`config.mk`:
```
export PLATFORM = sky130hd
export DESIGN_NAME = echo_peak_detector
export DESIGN_NICKNAME = d
export VERILOG_FILES = /design/src/rtl/echo_peak_detector.sv
export SDC_FILE = /design/constraint.sdc
export NUM_CORES = 1
export LEC_CHECK = 0
export CORE_MARGIN = 3
export CORE_UTILIZATION = 57
export DETAILED_ROUTE_END_ITERATION = 8
export GPL_TIMING_DRIVEN = 0
export PLACE_DENSITY = 0.87
export SLEW_MARGIN = 40
export SYNTH_ARGS = -nofsm -noshare
export SYNTH_HDL_FRONTEND = slang
export SYNTH_SLANG_ARGS = --single-unit
```
`constraint.sdc`:
```
create_clock -name s00_axis_aclk -period 11.66 [get_ports s00_axis_aclk]
set_input_delay 1.166 -clock s00_axis_aclk [delete_from_list [all_inputs] [get_ports s00_axis_aclk]]
set_output_delay 1.166 -clock s00_axis_aclk [all_outputs]
set_load 0.005 [all_outputs]
```
`src/rtl/echo_peak_detector.sv`:
```
// echo_peak_detector
//
// Purpose: scans each averaged frame coming out of the trigger-averaging stage,
// skipping the leading blanking window, and reports the peak sample and its
// index as a single 64-bit AXIS beat for the echo/range logic.
//
// Ports:
//   s00_axis_aclk    clock for both AXIS interfaces
//   s00_axis_areset  synchronous, active-high reset
//   s00_axis_*       sample stream in (tstrb ignored), frames delimited by tlast
//   threshold        signed detection threshold, sampled on the frame-end cycle
//   m00_axis_*       result stream out, one-beat packets
//                    tdata [31:0] peak, [47:32] peak index, [63:48] frame count
//                    tuser bit0 peak >= threshold, bit1 frame length error
//
// Build option: define ECHO_PEAK_ABS_EN to search on |sample| instead of the
// signed value (magnitude of the most negative value saturates to the most
// positive value, running max starts from 0, reported peak is the magnitude).
//
// state | meaning
// ------+---------------------------------------------------------------
// SCAN  | accepting samples, tracking running max and its index
// HOLD  | result beat presented, input stalled until downstream handshake

module echo_peak_detector #(
  parameter int DATA_WIDTH        = 32,
  parameter int SAMPLES_PER_FRAME = 768,
  parameter int BLANK_SAMPLES     = 16,
  parameter int INDEX_WIDTH       = 16
) (
  input  logic                      s00_axis_aclk,
  input  logic                      s00_axis_areset,
  input  logic                      s00_axis_tvalid,
  input  logic                      s00_axis_tlast,
  input  logic [DATA_WIDTH-1:0]     s00_axis_tdata,
  input  logic [DATA_WIDTH/8-1:0]   s00_axis_tstrb,
  output logic                      s00_axis_tready,
  input  logic [DATA_WIDTH-1:0]     threshold,
  input  logic                      m00_axis_tready,
  output logic                      m00_axis_tvalid,
  output logic                      m00_axis_tlast,
  output logic [63:0]               m00_axis_tdata,
  output logic [7:0]                m00_axis_tstrb,
  output logic [1:0]                m00_axis_tuser
);

  // The beat counter is kept one bit wider than both the reported index and
  // the frame length so it can track the real position even when the
  // reported index has to saturate.
  localparam int CNT_W = ((INDEX_WIDTH > $clog2(SAMPLES_PER_FRAME)) ?
                          INDEX_WIDTH : $clog2(SAMPLES_PER_FRAME)) + 1;

  localparam logic [CNT_W-1:0] LAST_BEAT    = CNT_W'(SAMPLES_PER_FRAME - 1);
  localparam logic [CNT_W-1:0] FIRST_SEARCH = CNT_W'(BLANK_SAMPLES);
  localparam logic [CNT_W-1:0] IDX_LIMIT    =
    {{(CNT_W-INDEX_WIDTH){1'b0}}, {INDEX_WIDTH{1'b1}}};

  localparam logic signed [DATA_WIDTH-1:0] VAL_MIN = {1'b1, {(DATA_WIDTH-1){1'b0}}};
  localparam logic signed [DATA_WIDTH-1:0] VAL_MAX = {1'b0, {(DATA_WIDTH-1){1'b1}}};

`ifdef ECHO_PEAK_ABS_EN
  localparam logic signed [DATA_WIDTH-1:0] MAX_INIT = '0;
`else
  localparam logic signed [DATA_WIDTH-1:0] MAX_INIT = VAL_MIN;
`endif

  typedef enum logic {
    SCAN = 1'b0,
    HOLD = 1'b1
  } state_t;

  state_t                        state;
  logic [CNT_W-1:0]              beat_cnt;
  logic [INDEX_WIDTH-1:0]        frame_cnt;
  logic signed [DATA_WIDTH-1:0]  run_max;
  logic [INDEX_WIDTH-1:0]        run_idx;

  logic signed [DATA_WIDTH-1:0]  sample;
  logic signed [DATA_WIDTH-1:0]  key;
  logic signed [DATA_WIDTH-1:0]  nxt_max;
  logic [INDEX_WIDTH-1:0]        beat_idx;
  logic [INDEX_WIDTH-1:0]        nxt_idx;
  logic [31:0]                   peak_ext;
  logic                          accept;
  logic                          at_last_beat;
  logic                          frame_end;
  logic                          take;
  logic                          len_err;
  logic                          thr_hit;

  logic unused_ok;
  assign unused_ok = ^s00_axis_tstrb;

  assign sample = s00_axis_tdata;

  always_comb begin
    key = sample;
`ifdef ECHO_PEAK_ABS_EN
    if (sample == VAL_MIN) begin
      key = VAL_MAX;
    end else if (sample[DATA_WIDTH-1]) begin
      key = -sample;
    end
`endif
  end

  assign beat_idx     = (beat_cnt > IDX_LIMIT) ? '1 : beat_cnt[INDEX_WIDTH-1:0];
  assign accept       = (state == SCAN) && s00_axis_tvalid;
  assign at_last_beat = (beat_cnt == LAST_BEAT);
  assign frame_end    = accept && (s00_axis_tlast || at_last_beat);

  // Strict compare so a later equal value never displaces the earliest index.
  assign take    = accept && (beat_cnt >= FIRST_SEARCH) && (key > run_max);
  assign nxt_max = take ? key : run_max;
  assign nxt_idx = take ? beat_idx : run_idx;

  // Size cast of a signed value sign-extends or truncates as needed.
  assign peak_ext = 32'(nxt_max);
  assign thr_hit  = (nxt_max >= $signed(threshold));
  // Error whenever tlast and the nominal last index disagree.
  assign len_err  = (s00_axis_tlast != at_last_beat);

  always_ff @(posedge s00_axis_aclk) begin
    if (s00_axis_areset) begin
      state           <= SCAN;
      beat_cnt        <= '0;
      frame_cnt       <= '0;
      run_max         <= MAX_INIT;
      run_idx         <= '1;
      m00_axis_tvalid <= 1'b0;
      m00_axis_tdata  <= '0;
      m00_axis_tuser  <= '0;
    end else begin
      case (state)
        SCAN: begin
          if (accept) begin
            if (frame_end) begin
              m00_axis_tvalid <= 1'b1;
              m00_axis_tdata  <= {16'(frame_cnt), 16'(nxt_idx), peak_ext};
              m00_axis_tuser  <= {len_err, thr_hit};
              run_max         <= MAX_INIT;
              run_idx         <= '1;
              beat_cnt        <= '0;
              state           <= HOLD;
            end else begin
              run_max  <= nxt_max;
              run_idx  <= nxt_idx;
              beat_cnt <= beat_cnt + 1'b1;
            end
          end
        end
        HOLD: begin
          if (m00_axis_tready) begin
            m00_axis_tvalid <= 1'b0;
            frame_cnt       <= frame_cnt + 1'b1;
            state           <= SCAN;
          end
        end
        default: state <= SCAN;
      endcase
    end
  end

  assign s00_axis_tready = (state == SCAN);
  assign m00_axis_tlast  = m00_axis_tvalid;
  assign m00_axis_tstrb  = 8'hFF;

endmodule

```
==> results of run 1 <==
==> critical path, stage by stage <==
cell	delay (ns)
clkdlybuf4s50_1	0.46
ha_1	0.34
a21oi_1	0.23
o21ai_0	0.14
a221oi_1	0.28
o211ai_1	0.15
a21oi_2	0.22
mux2i_4	0.54
buf_6	0.23
mux2i_1	0.37
inv_1	0.10
ha_1	0.35
nand4_1	0.18
nor4_1	0.58
a21boi_0	0.27
a211o_1	0.18
mux2i_1	0.19
a211oi_1	0.09
==> logic make-up (layout without fill, tap and decap cells) <==
logic type      count (synthesis)  in the layout  synth area share
flops                         149            149             0.382
buf+inv                       127            295            0.0731
simple gates                  281            281             0.169
fa+ha+maj                      69             69             0.111
xor+xnor                       28             28            0.0314
other cells                     1              8          0.000481
mux                            47             47            0.0710
compound gates                175            175             0.163
==> worst paths after layout <==
kind | start | to | slack, ns
max | s00_axis_tdata[5] | m00_axis_tuser[0] | 5.88
min | m00_axis_tdata[53] | m00_axis_tdata[53] | 0.45
max reg2reg | run_max[5] | m00_axis_tuser[0] | 6.72
min reg2reg | m00_axis_tdata[53] | m00_axis_tdata[53] | 0.45
==> cells in the mapped netlist, drive strengths merged (8+ instances only) <==
cell    instances  area (um^2)
xor2           24          210
ha             69          863
o22a           16          140
o21a           31          233
buf            25          188
mux2           30          372
a22o           31          272
a211oi         15          118
nand2          65          244
nand2b         19          119
nand4          23          144
o21ai           8         40.0
nand3          18         90.1
mux2i          17          183
inv            70          263
nor2          117          439
a21o           12         90.1
a21oi          44          224
clkbuf         32          120
dfxtp         149         2980
==> layer usage <==
metal / global-route usage / routed length, um / part of all wire
met5: 0 / 0 / 0
met4: 0.0990 / 502 / 0.025
met3: 0.0590 / 1320 / 0.065
met2: 0.440 / 9510 / 0.47
met1: 0.348 / 8870 / 0.44
==> flip-flops by register name (all words and copies together) (netlist names) <==
| signal | flops |
|---|---|
| m00_axis_tdata | 64 |
| run_max | 32 |
| beat_cnt | 17 |
| frame_cnt | 16 |
| run_idx | 16 |
| m00_axis_tuser | 2 |
| m00_axis_tlast | 1 |
| state | 1 |
==> layout make-up <==
cell class                 count  area, um^2  area share
multi-input combinational    608        4280       0.428
inverter                      70         263      0.0263
timing repair buffer         136        1360       0.136
buffer                        57         308      0.0308
sequential                   149        2980       0.299
tap                          176         220      0.0220
clock buffer                  21         450      0.0451
clock inverter                11         129      0.0129
==> stage by stage <==
stage | cells | area [um^2] | hold slack (ns)
detailed placement | 1196 | 9410 | 0.447
floorplan | 884 | 7830 | 0.444
global placement | 1196 | 9410 | 0.443
CTS | 1228 | 9990 | 0.455
finish | 1228 | 9990 | 0.453
global route | 1228 | 9990 | 0.470
==> report_power, final <==
| part | switching, mW | total (mW) | internal (mW) |
|---|---|---|---|
| combinational | 0.0633 | 0.131 | 0.0681 |
| clock | 0.219 | 0.540 | 0.321 |
| sequential | 0.00856 | 0.530 | 0.522 |
| total | 0.291 | 1.20 | 0.911 |
==> cell usage in the layout (no fill, tap or decap), types with 3 or more instances in the layout <==
master	netlist	layout
a211oi_1	14	14
a21o_1	12	12
a21oi_1	43	43
a221oi_1	3	3
a22o_1	31	31
and3_1	4	4
and3b_1	4	4
and4_1	5	5
buf_2	6	6
buf_4	13	13
buf_6	5	5
clkbuf_1	32	35
clkbuf_16	0	17
clkdlybuf4s50_1	0	136
clkinv_4	0	5
conb_1	1	8
dfxtp_1	149	149
ha_1	69	69
inv_1	70	70
mux2_2	21	21
mux2_4	9	9
mux2i_1	16	16
nand2_1	65	65
nand2b_1	19	19
nand3_1	18	18
nand3b_1	5	5
nand4_1	23	23
nor2_1	117	117
nor2b_1	4	4
nor3_1	4	4
nor4_1	4	4
o211ai_1	3	3
o21a_1	31	31
o21ai_0	8	8
o22a_1	16	16
o31ai_1	4	4
or3_1	3	3
xnor2_1	4	4
xor2_1	24	24
==> results.json, run 1 <==
{
  "synthArstFlopShare": 0,
  "fin_nets": 1181,
  "root_buffer": "clkbuf_16",
  "drc": 0,
  "slew_headroom": 0.544,
  "synth_ff_type": "dfxtp_1",
  "clockBufferDepth": 2,
  "first_pass_iters": 5,
  "setup_viol_count_final": 0,
  "die_area_um2": 15100,
  "yosys_register_bits": 149,
  "hold_violations": 0,
  "fin_skew_ns": 0.00469,
  "finalCritPeriodShare": 0.496,
  "n_fill_cell": 951,
  "maxCapViolCount": 0,
  "cp_max_fo": 10,
  "critPathKind": "input port to flop",
  "antenna_found_initial": 0,
  "grt_pass1_vias": 6468,
  "clk_latency_ns": 0.43,
  "p_leak_nw": 4.13,
  "start_kind": "input port",
  "finalWeightedCongestion": 0.851,
  "status": "finished, final reports clean",
  "ys_seq_area_frac": 0.382,
  "synth_edf_count": 0,
  "final_layout_size_suffix_gt1_frac": 0.0856,
  "peakVddDrop_v": 0.000101,
  "clk_pin_slew_worst_paths_ns": 0.06,
  "dpl_worst_slack_ns": 5.55,
  "netlist_area_um2": 7800,
  "fin_ws_ns": 5.88,
  "die_h_um": 123,
  "hold_class": "flop to flop",
  "clock.fmax_mhz": 173,
  "grt_overflow": 0,
  "post_cts_resized": 0,
  "rsz0062_at_grt": "false",
  "area_growth_pct": 28.0,
  "grt_max_degree": 17,
  "diodes": 0,
  "vias": 6845,
  "detail-route-antenna-nets": 0,
  "portBuffers": 136,
  "start_util": 0.587,
  "die_w_um": 123,
  "tightest_slew_ns": 0.678,
  "netlist-cell-type-count": 52,
  "drv_slew": 0,
  "viasPerCell": 5.57,
  "routedWlPerCell_um": 16.4,
  "utilization": 0.751,
  "postCtsSetupBuffers": 0,
  "power_density_nw_per_um2": 120,
  "numCtsBuffers": 17,
  "crit_required_ns": 11.94,
  "core_area_um2": 13300,
  "clock-sinks": 149,
  "yosysWarnings": 0,
  "holdBufCountCts": 0,
  "r2r_cells": 18,
  "synth.avg_cell_area_um2": 8.90,
  "cp-end-kind": "flop",
  "netlist_instances": 877,
  "wl_um": 20200,
  "post-dp-hpwl_um": 15000,
  "track_usage": 0.268,
  "ioPinCount": 150,
  "min_path_cells": 2,
  "placementRows": 42,
  "fin_tns_setup_ns": 0,
  "cp.arrival_ns": 6.06,
  "period_needed_ns": 5.78,
  "fin_total_pwr_mw": 1.20,
  "drt_iter0_markers": 522,
  "grt_pass1_wl_um": 31900,
  "cts_tree": "yes",
  "cts-htree-levels": 4
}
(Power assumes the default switching activity.)
==> inputs of run 2 (changes only) <==
Settings changed: CORE_UTILIZATION 57 to 53, PLACE_DENSITY 0.87 to 0.81.
Clock period 11.66 ns to 5.8 ns, I/O delays scaled along.
==> run 2 against run 1 <==
Setup slack got worse by 5.2 ns; total power rose by 96%; sequential power rose by 100%; clock power rose by 91%; first-iteration DRC count rose by 3.1%; final cell count rose by 0.33%; via count fell by 2.0%; die area rose by 7.2%; register-to-register slack got worse by 5.8 ns; utilization fell by 4.7 points; sequential cell count did not move; critical endpoint unchanged.
==> results.json, run 2 (synthesis results as in run 1) <==
{
  "p_int_mw": 1.74,
  "p_sw_frac": 0.260,
  "placementRows": 43,
  "placed_cells": 1200,
  "clk_latency_ns": 0.43,
  "die_h_um": 127,
  "cp.arrival_ns": 5.43,
  "antenna_found_initial": 0,
  "cp-end-kind": "flop",
  "instances_no_fill": 1232,
  "fin_tns_setup_ns": 0,
  "n_fill_cell": 1109,
  "first_pass_iters": 5,
  "place_area_um2": 9420,
  "viasPerCell": 5.45,
  "fin_nets": 1181,
  "final_cell_mix": "dfxtp_1, clkdlybuf4s50_1, nor2_1, inv_1, ha_1",
  "critPathKind": "input port to flop",
  "track_usage": 0.241,
  "rrSetupSlack_ns": 0.93,
  "die_w_um": 127,
  "slew_headroom": 0.481,
  "rr_endpoint": "m00_axis_tuser[0]",
  "numCtsBuffers": 17,
  "period_needed_ns": 5.15,
  "min_from": "m00_axis_tdata[52]",
  "holdBufCountCts": 0,
  "reg_top3": "m00_axis_tdata x64, run_max x32, beat_cnt x17",
  "rsz0062_at_grt": "false",
  "slowest_stage": "nor4_1",
  "detail-route-antenna-nets": 0,
  "postLayoutCellArea_um2": 9970,
  "peakVddDrop_v": 0.000212,
  "power_frac_seq": 0.453,
  "fin_total_pwr_mw": 2.35,
  "clock.fmax_mhz": 194,
  "setup_viol_count_final": 0,
  "die_area_um2": 16200,
  "p_sw_mw": 0.611,
  "power_frac_comb": 0.111,
  "p_leak_nw": 4.11,
  "tightest_slew_ns": 0.772,
  "grt_max_degree": 17,
  "root_buffer": "clkbuf_16",
  "ioPinCount": 150,
  "core_area_um2": 14100,
  "fin_ws_ns": 0.648,
  "wl_um": 19400,
  "cts_tree": "yes",
  "status": "finished, final reports clean",
  "start_util": 0.552,
  "start_kind": "input port",
  "drc": 0,
  "timing.rr.start": "run_max[27]",
  "hold_violations": 0,
  "clockBufferDepth": 2,
  "final_common_cell": "dfxtp_1",
  "dpl_worst_slack_ns": 0.364,
  "maxCapViolCount": 0,
  "grt_pass1_wl_um": 31500,
  "hold_class": "flop to flop",
  "r2r_cells": 16,
  "diodes": 0,
  "cp_max_fo": 10,
  "vias": 6709,
  "post-dp-hpwl_um": 14600,
  "top_register": "m00_axis_tdata",
  "crit_chain": "clkdlybuf4s50_1 > ha_1 > nand4_1 > nor4_1 > a21oi_2 > mux2i_4 > buf_6 > mux2i_1 > inv_1 > ha_1 > nand4_1 > nor4_1 > a21boi_0 > a211o_1 > mux2i_1 > a211oi_1",
  "holdPathEnd": "m00_axis_tdata[52]",
  "clk_pin_slew_worst_paths_ns": 0.06,
  "finalWeightedCongestion": 0.861,
  "cts-htree-levels": 4,
  "finalCritPeriodShare": 0.888,
  "fin_skew_ns": 0.00735,
  "min_path_cells": 2,
  "largest_reg_flops": 64,
  "area_growth_pct": 27.7,
  "crit_required_ns": 6.08,
  "post_cts_resized": 0,
  "slowest_delay_ns": 0.69,
  "power_density_nw_per_um2": 236,
  "routedWlPerCell_um": 15.8,
  "drt_iter0_markers": 538,
  "portBuffers": 136,
  "grt_pass1_vias": 6387,
  "clock-sinks": 149,
  "grt_overflow": 0,
  "drv_slew": 0,
  "power_frac_clock": 0.436,
  "final_layout_size_suffix_gt1_frac": 0.0884,
  "postCtsSetupBuffers": 0
}
==> run 2: changes by cell type in the layout (fill, tap and decap cells not counted) <==
| cell | change |
|---|---|
| clkbuf_1 | -3 |
| clkinvlp_4 | +3 |
| inv_8 | +3 |
| bufinv_16 | -2 |
| clkinv_4 | -2 |
| inv_6 | +2 |
| clkbuf_8 | -1 |
==> run 2: power by group through the flow <==
stage	sequential [mW]	clock, mW	combinational [mW]
floorplan	1.09	0	0.118
global placement	1.09	0	0.254
detailed placement	1.09	0	0.259
CTS	1.06	1.03	0.261
global route	1.07	1.08	0.287
finish	1.07	1.03	0.261
==> run 2: worst max-delay path by stage <==
| stage | slack (ns) | from | cells past startpoint | end |
|---|---|---|---|---|
| after floorplan | 1.51 | s00_axis_tdata[10] | 18 | m00_axis_tuser[0] |
| final | 0.65 | s00_axis_tdata[27] | 16 | m00_axis_tuser[0] |
| after global placement | 0.39 | s00_axis_tdata[10] | 18 | m00_axis_tuser[0] |
| after global routing | 0.38 | s00_axis_tdata[19] | 18 | m00_axis_tuser[0] |
| after detailed placement | 0.36 | s00_axis_tdata[10] | 18 | m00_axis_tuser[0] |
| after CTS | 0.82 | s00_axis_tdata[27] | 18 | m00_axis_tuser[0] |
==> run 2: critical path: cells and delay by family <==
kind | cells | cell delay [ns]
buffers and inverters | 3 | 0.80
and+or+nand+nor | 4 | 1.64
AOI/OAI and AO/OA | 4 | 0.67
muxes | 3 | 1.04
adders and majority gates | 2 | 0.70
==> run 2: cell type report <==
class | count | area (um^2) | share of cell area
inverters | 70 | 263 | 0.0264
plain buffers | 57 | 308 | 0.0309
flip-flops and latches | 149 | 2980 | 0.299
multi-input cells | 608 | 4280 | 0.429
clock inverters | 15 | 125 | 0.0126
clock buffers | 17 | 425 | 0.0427
well taps | 180 | 225 | 0.0226
repair buffers | 136 | 1360 | 0.137
==> run 2: layer usage <==
layer | global-route usage | vias up | part of all wire
li1 | - | 3346 | -
met5 | 0 | - | 0
met1 | 0.323 | 3156 | 0.46
met2 | 0.390 | 187 | 0.47
met3 | 0.0543 | 20 | 0.061
met4 | 0.0744 | 0 | 0.013
==> run 2: stage by stage <==
step            util  hold WS, ns
2_1_floorplan      -        0.444
3_3_place_gp   0.665        0.442
3_5_place_dp   0.665        0.446
4_1_cts        0.704        0.455
5_1_grt        0.704        0.473
6_report       0.704        0.453
==> edit 1: new RTL, flow settings as in run 2 <==
Add a define of `ECHO_PEAK_ABS_EN`.
--- a/src/rtl/echo_peak_detector.sv
+++ b/src/rtl/echo_peak_detector.sv
@@ -21,6 +21,8 @@
 // ------+---------------------------------------------------------------
 // SCAN  | accepting samples, tracking running max and its index
 // HOLD  | result beat presented, input stalled until downstream handshake
+
+`define ECHO_PEAK_ABS_EN
 
 module echo_peak_detector #(
   parameter int DATA_WIDTH        = 32,
Formal check against the unedited RTL: not equivalent (a bounded check fails within 4 cycles, from zero or initial values and one cycle with s00_axis_areset high).
==> edit 1 against run 2 <==
Sequential cell count unchanged. Area after synthesis up 8.8%. Power is 8.7% higher. Worst hold slack improved by 0.00087 ns. The run now ends with setup timing left. Cell area rose by 17%. Routed wire length increased by 34%. Worst setup slack lost 1.0 ns. Core utilization rose by 5.1 points. Critical endpoint unchanged.
==> edit 1: results (changes against run 2) <==
* Hold Crit Endpoint: m00_axis_tdata[32] (was m00_axis_tdata[52])
* Static leakage at 4.872 nW (was 4.113 nW)
* Clock tree buffer count of the final layout at 19 (was 17)
* First-pass GRT wire length at 40770 µm (was 31480 µm)
* Detailed router's first-iteration violation count at 732 (was 538)
* Hold WS at 0.4539 ns (was 0.4530 ns)
* Number of global-route vias before repair at 8038 (was 6387)
* Post-route setup TNS at -0.3885 ns (was 0 ns)
* Crit path arrival time at 6.49 ns (was 5.43 ns)
* Final setup skew at 0.005759 ns (was 0.007354 ns)
* Max VDD drop at 0.0002106 V (was 0.0002125 V)
* Startpoint of the worst hold path: m00_axis_tdata[32] (was m00_axis_tdata[52])
* Failing checks: setup timing
* Global-route total usage across every layer at 0.2843 (was 0.2413)
* Multi-input gate count at 735 (was 608)
* Number of setup violations in the final report at 1 (was 0)
* Worst path max stage delay at 0.45 ns (was 0.69 ns)
* Post-Place Worst Slack at -1.635 ns (was 0.3640 ns)
* Met2 routing resource usage after global routing at 0.4603 (was 0.3896)
* Cts repair resizes at 128 (was 0)
* CP max stage cell: sky130_fd_sc_hd__or3_4 (was sky130_fd_sc_hd__nor4_1)
* Number of distinct library cells after synthesis at 54 (was 52)
* Routed met1 length at 10840 µm (was 8922 µm)
* Result of the run: finished, violations left (was finished, final reports clean)
* Final sequential cell count at 149 (unchanged)
* Worst reg-to-reg path cell count at 21 (was 16)
* Setup slack of the critical path after layout at -0.3885 ns (was 0.6485 ns)
* Proportion of synthesized chip area in sequential cells at 0.3513 (was 0.3822)
* Area contributors post-synth: sky130_fd_sc_hd__dfxtp_1 (35%), sky130_fd_sc_hd__ha_1 (10%), sky130_fd_sc_hd__nand2_1 (6.3%) (was sky130_fd_sc_hd__dfxtp_1 (38%), sky130_fd_sc_hd__ha_1 (11%), sky130_fd_sc_hd__nor2_1 (5.6%))
* Global-route met3 utilization at 0.06426 (was 0.05435)
* Via count at 8414 (was 6709)
* Post-CTS setup buffers at 26 (was 0)
## edit 1: changes by cell type after synthesis, sizes merged, moves of 12 or more
cell,delta
o211ai,+15
mux2i,-13
a21oi,+15
clkbuf,+12
o22a,-16
o311ai,+20
nand2,+78
a22o,+18
nand3,+23
o21ai,+13
xor2,+20
nor2,-35
o21a,-28
## edit 1: power breakdown
part / internal (mW) / leakage [nW] / switching [mW]
Sequential: 1.04 / 1.20 / 0.00781
Clock: 0.706 / 0.298 / 0.468
Combinational: 0.153 / 3.37 / 0.186
## edit 1: cells by family (layout without fill, tap and decap cells)
logic type               after synthesis  in the layout  share of synthesized area
buffers and inverters                147            345                    0.07102
flip-flops                           149            149                     0.3513
adder cells (fa/ha/maj)               70             70                     0.1031
AND/OR/NAND/NOR                      364            364                     0.2017
XOR/XNOR                              55             55                    0.05673
multiplexers                          26             26                    0.03389
other                                  1              8                  0.0004416
AO/OA/AOI/OAI                        212            212                     0.1818
==> edit 2: new RTL, settings of run 2 <==
Made on the original files. Add an input register stage for `threshold`, cleared by the reset; this delays it by one clock. The other inputs are not delayed to match. Comments in the files are not updated.
--- a/src/rtl/echo_peak_detector.sv
+++ b/src/rtl/echo_peak_detector.sv
@@ -69,6 +69,16 @@
     HOLD = 1'b1
   } state_t;
 
+  logic [DATA_WIDTH-1:0] threshold_q;
+
+  always_ff @(posedge s00_axis_aclk) begin
+    if (s00_axis_areset) begin
+      threshold_q <= '0;
+    end else begin
+      threshold_q <= threshold;
+    end
+  end
+
   state_t                        state;
   logic [CNT_W-1:0]              beat_cnt;
   logic [INDEX_WIDTH-1:0]        frame_cnt;
@@ -116,7 +126,7 @@
 
   // Size cast of a signed value sign-extends or truncates as needed.
   assign peak_ext = 32'(nxt_max);
-  assign thr_hit  = (nxt_max >= $signed(threshold));
+  assign thr_hit  = (nxt_max >= $signed(threshold_q));
   // Error whenever tlast and the nominal last index disagree.
   assign len_err  = (s00_axis_tlast != at_last_beat);
 
Check against the original RTL: not equivalent (a bounded check fails within 4 cycles, from zero or initial values and one cycle with s00_axis_areset high).
==> edit 2 against run 2 <==
Largest power group unchanged. Combinational power grew 15%. Sequential cell count increased by 32. Worst setup slack better by 0.0092 ns. Power is 21% higher. First-iteration DRC count is 15% higher. Area after synthesis grew 14%. Cell area is 12% higher. Routed wire length increased by 22%.
==> edit 2: results (changes against run 2) <==
* Worst setup slack for register-to-register paths at 0.91 ns (was 0.93 ns)
* Post-detailed-placement half-perimeter wirelength at 17350 µm (was 14580 µm)
* Via count at 8261 (was 6709)
* Final Routed Wirelength at 23740 µm (was 19410 µm)
* Ratio of cells with drive above 1 in the final layout at 0.05714 (was 0.08840)
* CP max stage cell: sky130_fd_sc_hd__nor3_1 (was sky130_fd_sc_hd__nor4_1)
* Post-Layout Cell Count at 1441 (was 1232)
* Synth cell count leaders: sky130_fd_sc_hd__dfxtp_1 (181), sky130_fd_sc_hd__nand2_1 (117), sky130_fd_sc_hd__nor2_1 (94), sky130_fd_sc_hd__a21oi_1 (90), sky130_fd_sc_hd__inv_1 (71) (was sky130_fd_sc_hd__dfxtp_1 (149), sky130_fd_sc_hd__nor2_1 (117), sky130_fd_sc_hd__inv_1 (70), sky130_fd_sc_hd__ha_1 (69), sky130_fd_sc_hd__nand2_1 (65))
* Number of instances in the synthesized netlist at 1049 (was 877)
* Worst path max stage delay at 0.57 ns (was 0.69 ns)
* Crit-path leading delay family: compound AO/OA/AOI/OAI gates (was simple AND/OR/NAND/NOR gates)
* Detailed router's first-iteration violation count at 621 (was 538)
* First-pass GRT wire length at 38530 µm (was 31480 µm)
* IO Port Bufs at 137 (was 136)
* Cell area after placement at 10570 µm² (was 9417 µm²)
* Detailed Routing Iterations Pass 1 at 6 (was 5)
* Min Clock Period, post-route at 5.142 ns (was 5.152 ns)
* Reg2reg start: run_max[5] (was run_max[27])
* Result of the run: finished, final reports clean (unchanged)
* Hold WS at 0.4547 ns (was 0.4530 ns)
* Proportion of synthesized chip area in sequential cells at 0.4069 (was 0.3822)
* Area contributors post-synth: sky130_fd_sc_hd__dfxtp_1 (41%), sky130_fd_sc_hd__ha_1 (9.7%), sky130_fd_sc_hd__a21oi_1 (5.1%) (was sky130_fd_sc_hd__dfxtp_1 (38%), sky130_fd_sc_hd__ha_1 (11%), sky130_fd_sc_hd__nor2_1 (5.6%))
* Number of distinct library cells after synthesis at 46 (was 52)
* Synth Area in Compound Gates at 0.2174 (was 0.1626)
* Mux contribution to synthesized area at 0 (was 0.07103)
* Synthesized-area fraction occupied by adder cells at 0.09695 (was 0.1106)
* Endpoint of the lowest-slack register-to-register path: m00_axis_tuser[0] (unchanged)
* Max VDD drop at 0.0002231 V (was 0.0002125 V)
* Tightest Pin Transition at 0.7162 ns (was 0.7720 ns)
* Startpoint of the worst hold path: m00_axis_tdata[56] (was m00_axis_tdata[52])
* Root buffer cell: sky130_fd_sc_hd__clkbuf_16 (unchanged)
* Post-Place Worst Slack at 0.3594 ns (was 0.3640 ns)
* Largest registers: m00_axis_tdata x64, run_max x32, threshold_q x32 (was m00_axis_tdata x64, run_max x32, beat_cnt x17)
* Static leakage at 4.430 nW (was 4.113 nW)
* Weighted congestion at the end of routability-driven global placement at 0.8696 (was 0.8610)
* Final setup skew at 0.009943 ns (was 0.007354 ns)
* Crit path arrival time at 5.46 ns (was 5.43 ns)
* Global-route total usage across every layer at 0.2579 (was 0.2413)
-- edit 2: routing by layer --
| layer | global-route usage | vias up | share of wire |
|---|---|---|---|
| met5 | 0 | - | 0 |
| met2 | 0.4328 | 263 | 0.48 |
| met1 | 0.3357 | 3931 | 0.44 |
| met3 | 0.05386 | 39 | 0.066 |
| met4 | 0.07671 | 0 | 0.018 |
| li1 | - | 4028 | - |
-- edit 2: how the worst max path moves through the flow --
stage | from | to | cells after the start
floorplan | s00_axis_tdata[14] | m00_axis_tuser[0] | 18
global placement | s00_axis_tdata[5] | m00_axis_tuser[0] | 18
detailed placement | s00_axis_tdata[5] | m00_axis_tuser[0] | 18
CTS | s00_axis_tdata[5] | m00_axis_tuser[0] | 18
global route | s00_axis_tdata[7] | m00_axis_tuser[0] | 18
finish | s00_axis_tdata[5] | m00_axis_tuser[0] | 18
-- edit 2: power breakdown --
| part | switching, mW | leakage, nW | internal (mW) |
|---|---|---|---|
| clock | 0.499 | 0.302 | 0.736 |
| combinational | 0.151 | 2.65 | 0.148 |
| sequential | 0.0230 | 1.48 | 1.28 |
-- edit 2: kinds of logic (layout without fill, tap and decap cells) --
family / count (synthesis) / after routing
AO/OA/AOI/OAI: 275 / 275
buffers and inverters: 147 / 316
AND/OR/NAND/NOR: 355 / 355
adder cells (fa/ha/maj): 69 / 69
XOR/XNOR: 21 / 21
flip-flops: 181 / 181
other: 1 / 8
-- edit 2: area by class of cell --
cell class,count,area [µm²],area share
well taps,216,270.3,0.02413
clock inverters,11,172.7,0.01542
flip-flops and latches,181,3623,0.3235
multi-input cells,728,4672,0.4171
inverters,71,266.5,0.02379
plain buffers,76,374.1,0.03340
repair buffers,137,1371,0.1224
clock buffers,21,450.4,0.04021
